$ cat src/rtl/chacha20_block_packer_if.sv
// Word-in / block-out stream bundle for chacha20_block_packer.
// slave: the packer's view. master: the view of the environment that feeds words and sinks blocks.
interface chacha20_block_packer_if #(
    parameter int unsigned WORD_W      = 32,
    parameter int unsigned BLOCK_WORDS = 16
);
    localparam int unsigned BLOCK_W = WORD_W * BLOCK_WORDS;
    localparam int unsigned CNT_W   = $clog2(BLOCK_WORDS + 1);

    logic               in_valid;
    logic               in_ready;
    logic [WORD_W-1:0]  in_data;
    logic               in_last;
    logic               out_valid;
    logic               out_ready;
    logic [BLOCK_W-1:0] out_block;
    logic [CNT_W-1:0]   out_words;
    logic               out_last;

    modport slave (
        input  in_valid, in_data, in_last, out_ready,
        output in_ready, out_valid, out_block, out_words, out_last
    );

    modport master (
        output in_valid, in_data, in_last, out_ready,
        input  in_ready, out_valid, out_block, out_words, out_last
    );
endinterface

$ cat src/rtl/chacha20_block_packer.sv
// Gathers a 32-bit word stream into 512-bit blocks for the serial ChaCha20 encoder.
// Short final blocks are zero-padded; word count and last flag travel with each block.
// Optional build macro CHACHA20_PACKER_BSWAP_EN byte-reverses each word before storage.
module chacha20_block_packer #(
    parameter int unsigned WORD_W      = 32,
    parameter int unsigned BLOCK_WORDS = 16
) (
    input  logic                    clock,
    input  logic                    reset,
    input  logic                    clear,
    chacha20_block_packer_if.slave  bus
);
    localparam int unsigned BLOCK_W = WORD_W * BLOCK_WORDS;
    localparam int unsigned IDX_W   = $clog2(BLOCK_WORDS);
    localparam int unsigned CNT_W   = $clog2(BLOCK_WORDS + 1);

    typedef enum logic [0:0] {
        ACCUM = 1'b0,
        STALL = 1'b1
    } state_t;

    state_t             state_q, state_d;
    logic [IDX_W-1:0]   idx_q, idx_d;
    logic [BLOCK_W-1:0] abuf_q, abuf_d;
    logic [CNT_W-1:0]   held_words_q, held_words_d;
    logic               held_last_q, held_last_d;
    logic               in_ready_q;
    logic               out_valid_q, out_valid_d;
    logic [BLOCK_W-1:0] out_block_q, out_block_d;
    logic [CNT_W-1:0]   out_words_q, out_words_d;
    logic               out_last_q, out_last_d;

    logic [WORD_W-1:0]  word;
    logic [BLOCK_W-1:0] abuf_wr;
    logic [CNT_W-1:0]   count;
    logic               word_acc;
    logic               closing;
    logic               slot_free;

    // Word as it is stored in the block.
`ifdef CHACHA20_PACKER_BSWAP_EN
    assign word = {bus.in_data[7:0], bus.in_data[15:8], bus.in_data[23:16], bus.in_data[31:24]};
`else
    assign word = bus.in_data;
`endif

    assign word_acc  = (state_q == ACCUM) && bus.in_valid;
    assign closing   = word_acc && (bus.in_last || (idx_q == IDX_W'(BLOCK_WORDS - 1)));
    assign slot_free = !out_valid_q || bus.out_ready;
    assign count     = CNT_W'(idx_q) + CNT_W'(1);

    // Assembly buffer with the incoming word dropped into slot idx (word 0 at the MSBs).
    always_comb begin
        abuf_wr = abuf_q;
        for (int unsigned k = 0; k < BLOCK_WORDS; k++) begin
            if (idx_q == IDX_W'(k)) begin
                abuf_wr[BLOCK_W-1-k*WORD_W -: WORD_W] = word;
            end
        end
    end

    // Next-state: accumulate, close, hand off to the holding register, or stall.
    always_comb begin
        state_d      = state_q;
        idx_d        = idx_q;
        abuf_d       = abuf_q;
        held_words_d = held_words_q;
        held_last_d  = held_last_q;
        out_valid_d  = out_valid_q;
        out_block_d  = out_block_q;
        out_words_d  = out_words_q;
        out_last_d   = out_last_q;

        if (out_valid_q && bus.out_ready) begin
            out_valid_d = 1'b0;
        end

        unique case (state_q)
            ACCUM: begin
                if (word_acc) begin
                    if (closing) begin
                        idx_d = '0;
                        if (slot_free) begin
                            out_valid_d = 1'b1;
                            out_block_d = abuf_wr;
                            out_words_d = count;
                            out_last_d  = bus.in_last;
                            abuf_d      = '0;
                        end else begin
                            // Keep the finished block in abuf until the output drains.
                            abuf_d       = abuf_wr;
                            held_words_d = count;
                            held_last_d  = bus.in_last;
                            state_d      = STALL;
                        end
                    end else begin
                        abuf_d = abuf_wr;
                        idx_d  = idx_q + IDX_W'(1);
                    end
                end
            end
            STALL: begin
                if (bus.out_ready) begin
                    out_valid_d = 1'b1;
                    out_block_d = abuf_q;
                    out_words_d = held_words_q;
                    out_last_d  = held_last_q;
                    abuf_d      = '0;
                    state_d     = ACCUM;
                end
            end
            default: begin
                state_d = ACCUM;
            end
        endcase
    end

    // State and output registers; reset and clear override everything.
    always_ff @(posedge clock) begin
        if (reset || clear) begin
            state_q      <= ACCUM;
            idx_q        <= '0;
            abuf_q       <= '0;
            held_words_q <= '0;
            held_last_q  <= 1'b0;
            in_ready_q   <= 1'b1;
            out_valid_q  <= 1'b0;
            out_block_q  <= '0;
            out_words_q  <= '0;
            out_last_q   <= 1'b0;
        end else begin
            state_q      <= state_d;
            idx_q        <= idx_d;
            abuf_q       <= abuf_d;
            held_words_q <= held_words_d;
            held_last_q  <= held_last_d;
            in_ready_q   <= (state_d == ACCUM);
            out_valid_q  <= out_valid_d;
            out_block_q  <= out_block_d;
            out_words_q  <= out_words_d;
            out_last_q   <= out_last_d;
        end
    end

    assign bus.in_ready  = in_ready_q;
    assign bus.out_valid = out_valid_q;
    assign bus.out_block = out_block_q;
    assign bus.out_words = out_words_q;
    assign bus.out_last  = out_last_q;

endmodule

$ cat src/flat_wrapper.sv
// flat-port wrapper written by rule: the top's interface ports become plain ports
module chacha20_block_packer_flat 
#(
    parameter int unsigned WORD_W      = 32,
    parameter int unsigned BLOCK_WORDS = 16
)
  (clock, reset, clear, bus_in_valid, bus_in_data, bus_in_last, bus_out_ready, bus_in_ready, bus_out_valid, bus_out_block, bus_out_words, bus_out_last);
  chacha20_block_packer_if #(.WORD_W(WORD_W), .BLOCK_WORDS(BLOCK_WORDS)) bus_i ();
  input  logic clock;
  input  logic reset;
  input  logic clear;
  input wire logic [$bits(bus_i.in_valid)-1:0] bus_in_valid;
  input wire logic [$bits(bus_i.in_data)-1:0] bus_in_data;
  input wire logic [$bits(bus_i.in_last)-1:0] bus_in_last;
  input wire logic [$bits(bus_i.out_ready)-1:0] bus_out_ready;
  output wire logic [$bits(bus_i.in_ready)-1:0] bus_in_ready;
  output wire logic [$bits(bus_i.out_valid)-1:0] bus_out_valid;
  output wire logic [$bits(bus_i.out_block)-1:0] bus_out_block;
  output wire logic [$bits(bus_i.out_words)-1:0] bus_out_words;
  output wire logic [$bits(bus_i.out_last)-1:0] bus_out_last;
  assign bus_i.in_valid = bus_in_valid;
  assign bus_i.in_data = bus_in_data;
  assign bus_i.in_last = bus_in_last;
  assign bus_i.out_ready = bus_out_ready;
  assign bus_in_ready = bus_i.in_ready;
  assign bus_out_valid = bus_i.out_valid;
  assign bus_out_block = bus_i.out_block;
  assign bus_out_words = bus_i.out_words;
  assign bus_out_last = bus_i.out_last;
  chacha20_block_packer #(.WORD_W(WORD_W), .BLOCK_WORDS(BLOCK_WORDS)) u_core (.clock(clock), .reset(reset), .clear(clear), .bus(bus_i));
endmodule
$ cat config.mk
export PLATFORM = sky130hd
export DESIGN_NAME = chacha20_block_packer_flat
export DESIGN_NICKNAME = d
export VERILOG_FILES = /design/src/rtl/chacha20_block_packer_if.sv /design/src/rtl/chacha20_block_packer.sv /design/src/flat_wrapper.sv
export SDC_FILE = /design/constraint.sdc
export NUM_CORES = 2
export LEC_CHECK = 0
export BUFFER_PORTS_ARGS = -buffer_cell sky130_fd_sc_hd__buf_2
export CELL_PAD_IN_SITES_DETAIL_PLACEMENT = 0
export CELL_PAD_IN_SITES_GLOBAL_PLACEMENT = 1
export CORE_MARGIN = 2
export CORE_UTILIZATION = 46
export CTS_CLUSTER_SIZE = 25
export DETAILED_ROUTE_END_ITERATION = 10
export PLACE_DENSITY_LB_ADDON = 0.3
export RECOVER_POWER = 100
export SYNTH_ARGS = -nofsm -noshare
export SYNTH_HDL_FRONTEND = slang
export SYNTH_SLANG_ARGS = --single-unit
$ cat constraint.sdc
create_clock -name clock -period 2.4 [get_ports clock]
set_clock_uncertainty 0.05 [all_clocks]
set_input_delay 0.48 -clock clock [delete_from_list [all_inputs] [get_ports clock]]
set_output_delay 0.48 -clock clock [all_outputs]
set_load 0.005 [all_outputs]
After elaboration in Yosys (flattened, before gate mapping)
Cells that the tools add are included.
{"block": "word_totals", "input_bits": 38, "word_cells": 94, "out_inout_bits": 520, "reg_bits": 1043}
{"block": "op_classes", "n_mux": 48, "reduce_logical": 12, "eq_ne": 19, "bitwise": 3, "add_sub_neg": 2}
{"operator": "512-bit 2-to-1 mux", "count": 8}
{"operator": "512-bit case mux with 2 select lines", "count": 2}
{"operator": "32-bit 2-to-1 mux", "count": 16}
{"operator": "4-bit equality test, second input constant", "count": 8}
{"operator": "5-bit 2-to-1 mux", "count": 4}
{"operator": "4-bit by 3-bit equality test with 1-bit output, second input constant", "count": 4}
{"operator": "1-bit 2-to-1 mux", "count": 13}
{"operator": "5-bit case mux with 2 select lines", "count": 1}
{"operator": "4-bit by 2-bit equality test with 1-bit output, second input constant", "count": 2}
{"operator": "4-bit AND reduction", "count": 2}
{"operator": "2-bit by 1-bit inequality test with 1-bit output, second input constant", "count": 3}
{"operator": "1-bit case mux with 2 select lines", "count": 3}
{"operator": "4-bit by 1-bit adder with 5-bit output, second input constant", "count": 1}
{"operator": "4-bit by 1-bit adder with 4-bit output, second input constant", "count": 1}
{"operator": "4-bit by 1-bit equality test with 1-bit output, second input constant", "count": 1}
{"operator": "4-bit zero test", "count": 1}
{"operator": "4-bit 2-to-1 mux", "count": 1}
{"operator": "2-bit AND reduction", "count": 2}
{"operator": "1-bit logical AND", "count": 3}
{"operator": "1-bit logical OR", "count": 3}
{"operator": "1-bit inverter", "count": 3}
{"operator": "2-bit inequality test, second input constant", "count": 1}
{"operator": "1-bit zero test", "count": 1}

Longest topological paths before layout
{"block": "logic_depth", "word_depth": 7, "mapped_depth": 8, "ltp_nobuf": 6}

Worst setup path after synthesis
Ideal clock, no wire load.
{"block": "synth_timing", "path_type": "reg2reg", "from": "register u_core.idx_q[0]", "to": "register u_core.out_block_q[403] (netlist: u_core.bus.out_block[403])", "setup_ns": 0.081, "required_ns": 2.269, "n_path_buf": 4, "stages_incl_launch_ff": 9, "setup_slack_ns": 0.460, "arrival_time_ns": 1.809, "synth_period_minus_slack_ns": 1.940, "cell_sequence": "dfxtp_1 > ha_1 > and3_4 > o311a_1 > buf_2 > buf_6 > buf_6 > buf_4 > a211oi_2"}
{"block": "synth_via", "elab_chain_len": 6, "word_cells_on_any_way": 11, "classes_between": "eq/ne (3); mux (5); reduce/logical (3)"}
{"element": "from (decl)", "line": "chacha20_block_packer.sv:23", "rtl": "logic [IDX_W-1:0] idx_q, idx_d;"}
{"element": "from (signal assigned)", "line": "chacha20_block_packer.sv:133", "rtl": "idx_q <= idx_d;"}
{"element": "4-bit by 2-bit equality test with 1-bit output", "line": "chacha20_block_packer.sv:56", "rtl": "if (idx_q == IDX_W'(k)) begin"}
{"element": "32-bit 2-to-1 mux", "line": "chacha20_block_packer.sv:56"}
{"element": "512-bit 2-to-1 mux", "line": "chacha20_block_packer.sv:83", "rtl": "if (slot_free) begin"}
{"element": "512-bit 2-to-1 mux", "line": "chacha20_block_packer.sv:81", "rtl": "if (closing) begin"}
{"element": "512-bit 2-to-1 mux", "line": "chacha20_block_packer.sv:80", "rtl": "if (word_acc) begin"}
{"element": "512-bit case mux with 2 select lines", "line": "chacha20_block_packer.sv:78", "rtl": "unique case (state_q)"}
{"element": "to (signal assigned)", "line": "chacha20_block_packer.sv:139", "rtl": "out_block_q <= out_block_d;"}
{"element": "to (decl)", "line": "chacha20_block_packer.sv:29", "rtl": "logic [BLOCK_W-1:0] out_block_q, out_block_d;"}
Several ways; a longest one is shown, not always the timed one. The select of a mux whose other input is x is not followed.
A chain may end at the register's enable or synchronous reset.

Final worst setup path
{"block": "layout_timing", "from": "register u_core.idx_q[0]", "to": "register u_core.out_block_q[381] (netlist: u_core.bus.out_block[381])"}
{"block": "layout_via", "elab_chain_len": 6, "word_cells_on_any_way": 11, "classes_between": "eq/ne (3); mux (5); reduce/logical (3)"}
{"element": "4-bit by 3-bit equality test with 1-bit output", "line": "chacha20_block_packer.sv:56"}
{"element": "32-bit 2-to-1 mux", "line": "chacha20_block_packer.sv:56"}
{"element": "512-bit 2-to-1 mux", "line": "chacha20_block_packer.sv:83"}
{"element": "512-bit 2-to-1 mux", "line": "chacha20_block_packer.sv:81"}
{"element": "512-bit 2-to-1 mux", "line": "chacha20_block_packer.sv:80"}
{"element": "512-bit case mux with 2 select lines", "line": "chacha20_block_packer.sv:78"}
Several ways; a longest one is shown, not always the timed one. The select of a mux whose other input is x is not followed.

==> summary.txt <==
Status
  – Status: finished clean

Power and ir drop
  – Reg power frac: 47.2%
  – Internal power: 28700 uW
  – Gate power share: 6.5%
  – Leakage Power: 0.0174 uW
  – Sw frac: 24.0%
  – P_sw: 9080 uW
  – Clk pwr share: 46.3%
  – Pwr dens: 774 nW/um^2
  – VDD IR max: 0.513 mV

Timing
  – Final-report max-slew violation count: 0
  – Final setup TNS: 0 ns
  – RSZ-0062 raised after global routing: false
  – Final Cycle Share: 96.1%
  – Max-Slew Margin vs Limit: 26.0%
  – Fin crit period: 2.31 ns
  – Fmax: 433 MHz
  – Final Hold Vio Count: 0
  – Worst-Margin Slew: 1.11 ns
  – Final setup vio count: 0
  – Final hold slack: 0.189 ns

Critical path
  – R2R depth: 8
  – Critical Path Source: u_core.idx_q[0]
  – Setup CP Type: register to register
  – Reg2reg end: u_core.bus.out_block[381]
  – Startpoint Class: register
  – CP arrival: 2.80 ns
  – CP max FO: 32
  – Flop2flop setup slack: 0.09 ns
  – Origin of the critical flop-to-flop path: u_core.idx_q[0]
  – Critical path required time: 2.89 ns
  – Crit end category: register

Place
  – Dpl cells: 5262
  – Placer Congestion: 0.840
  – Post-DP HPWL: 91.4 mm
  – I/O Buffers: 557

Worst hold path
  – Hold wc startpoint: bus_out_ready
  – Worst Hold Class: primary input to register
  – WHS Endpoint: u_core.bus.in_ready
  – Worst hold stages: 4

Yosys
  – Post-Synth Adder-Cell Area: 0.120%
  – Async SR Flop Fraction: 0%
  – Top FF cell, synth: dfxtp_1
  – Synth cell types: 51
  – Top post-synthesis cells by area: dfxtp_1 50%, mux2i_1 12%, o2bb2ai_1 9.8%
  – Yosys top cell area share: 49.9%
  – Ys Warns: 0
  – Mux share of post-synthesis cell area: 12.5%
  – #FFs+latches synth: 1043
  – Xor and xnor fraction of the mapped netlist area: 0.0419%
  – Sequential area share after synthesis: 49.9%
  – Synthesized area per cell: 11.1 sq um
  – Compound-cell area share of the yosys netlist: 24.0%
  – Main combinational cell family by area after synthesis: compound AO/OA/AOI/OAI gates
  – Post-synthesis simple-gate area fraction: 7.33%
  – Largest area contributor in the netlist: dfxtp_1
  – EDFF count, synth: 0
  – Syn Std Cell Area: 41900 sq um
  – Synthesized netlist cell count: 3782
  – Syn_nets: 3824

Route
  – Detail-routed via count per cell: 5.76
  – DRT Pass-1 Iters: 5
  – ANT nets after route: 0
  – Drt total wl: 137 mm
  – Wire per inst: 25.0 microns
  – Via Count: 31500
  – DRC: 0
  – DR iter-0 viols: 2420

Global routing
  – Number of global-route vias before repair: 29800
  – Largest net degree at the start of global routing: 74
  – First-pass GRT wire length: 199 mm
  – Initial antenna violation count: 6
  – Total gr overflow: 0
  – Total track usage: 28.1%

Floorplanning
  – FP Rows: 110
  – Die ar.: 93400 sq um
  – Starting Density: 46.4%
  – Die height: 306 microns
  – DIE WIDTH: 306 microns
  – I/O pin count: 558
  – Core area: 90100 sq um

Clock network
  – H-tree depth: 3
  – Clock slew at reported path FFs: 0.06 ns
  – CTS Hold Bufs: 0
  – Longest Clk Path Bufs: 3
  – Root Driver: clkbuf_16
  – Worst-skew pair later-pin latency: 0.68 ns
  – CTS tree: done
  – CTS Buf Count: 108
  – Clock Sinks: 1043

Finish
  – Commonest cells after routing, fill and taps aside: 1042 x dfxtp_1, 532 x nor2_1, 521 x mux2i_1, 479 x o2bb2ai_1, 299 x clkbuf_1
  – Commonest non-fill, non-tap cell in the layout: dfxtp_1
  – Area Growth Syn to Fin: 16.5%
  – Final Instance Count excl. Fillers: 5465
  – Nets: 4238
  – Share of cells above drive strength 1: 21.0%

Job
  – Max_cap viols: 0
repair_timing:
action                                  4_1_cts  5_1_grt
endpoints found under the setup margin        0       68
setup buffers                                 0        0
gates resized for setup                       0        2
kinds of logic after synthesis:
group | count (synthesis)
AO/OA/AOI/OAI | 1060
flip-flops | 1043
AND/OR/NAND/NOR | 729
multiplexers | 522
buffers and inverters | 422
adder cells (fa/ha/maj) | 4
XOR/XNOR | 2
power groups by stage:
| stage | clock (uW) | sequential, uW | combinational [uW] |
|---|---|---|---|
| floorplan | 0 | 18100 | 1580 |
| global placement | 0 | 18200 | 2550 |
| detailed placement | 0 | 18200 | 2580 |
| CTS | 17700 | 17800 | 2590 |
| global route | 18400 | 17800 | 2650 |
| finish | 17500 | 17800 | 2470 |
metrics by stage:
| step | power [uW] | setup WS, ns | utilization [%] | cell area, sq um |
|---|---|---|---|---|
| CTS | 38100 | 0.0893 | 55.1 | 49700 |
| detailed placement | 20800 | 0.00187 | 51.0 | 45900 |
| floorplan | 19700 | 0.460 | - | 41900 |
| finish | 37800 | 0.0926 | 54.1 | 48800 |
| global placement | 20700 | 0.0400 | 51.0 | 45900 |
| global route | 38900 | 0.00379 | 54.1 | 48800 |
worst max-delay path: stages (launching register included):
cell,delay (ns)
dfxtp_1,0.31
buf_4,0.15
inv_1,0.11
ha_2,0.29
nand2b_2,0.16
nor2_1,0.20
buf_12,0.28
mux2i_1,0.45
a211oi_2,0.13
cells in the mapped netlist, types with 5 or more instances:
cell type / n
a211oi_1: 246
a211oi_2: 269
a21oi_1: 6
a22o_1: 32
and2_1: 14
buf_1: 5
buf_2: 120
buf_4: 8
buf_6: 81
clkbuf_1: 170
clkbuf_4: 30
dfxtp_1: 1043
mux2i_1: 521
nand2_1: 136
nand2b_1: 5
nand3_1: 8
nor2_1: 529
nor2_8: 8
o21ai_1: 6
o21ai_4: 10
o2bb2ai_1: 470
o2bb2ai_2: 10
sequential cells by signal, indices dropped and copies added, names as in the netlist:
register / count
u_core.abuf_q: 512
u_core.bus.out_block: 512
u_core.bus.out_words: 5
u_core.held_words_q: 5
u_core.idx_q: 4
u_core.bus.in_ready: 1
u_core.bus.out_last: 1
u_core.bus.out_valid: 1
u_core.held_last_q: 1
u_core.state_q: 1
worst max-delay path by stage:
| stage | slack (ns) | to | cells after the start |
|---|---|---|---|
| after floorplan | 0.46 | u_core.bus.out_block[403] | 8 |
| after global placement | 0.04 | u_core.abuf_q[345] | 5 |
| after detailed placement | 0.002 | u_core.abuf_q[333] | 5 |
| after CTS | 0.09 | u_core.bus.out_block[191] | 8 |
| after global routing | 0.004 | u_core.bus.out_block[168] | 8 |
| final | 0.09 | u_core.bus.out_block[381] | 8 |
layout make-up:
| type | count | area, sq um |
|---|---|---|
| inverter | 4 | 15.0 |
| clock buffer | 167 | 3320 |
| fill | 8198 | 41400 |
| sequential | 1043 | 20900 |
| tap | 1176 | 1470 |
| antenna | 3 | 7.51 |
| timing repair buffer | 722 | 4410 |
| multi-input combinational | 2317 | 18200 |
| clock inverter | 33 | 420 |
layer usage:
metal	track usage, %	part of all wire [%]
met1	38.6	44
met5	0	0.023
met2	43.0	44
met4	10.8	3.9
met3	6.15	7.4
(Power assumes the default switching activity.)
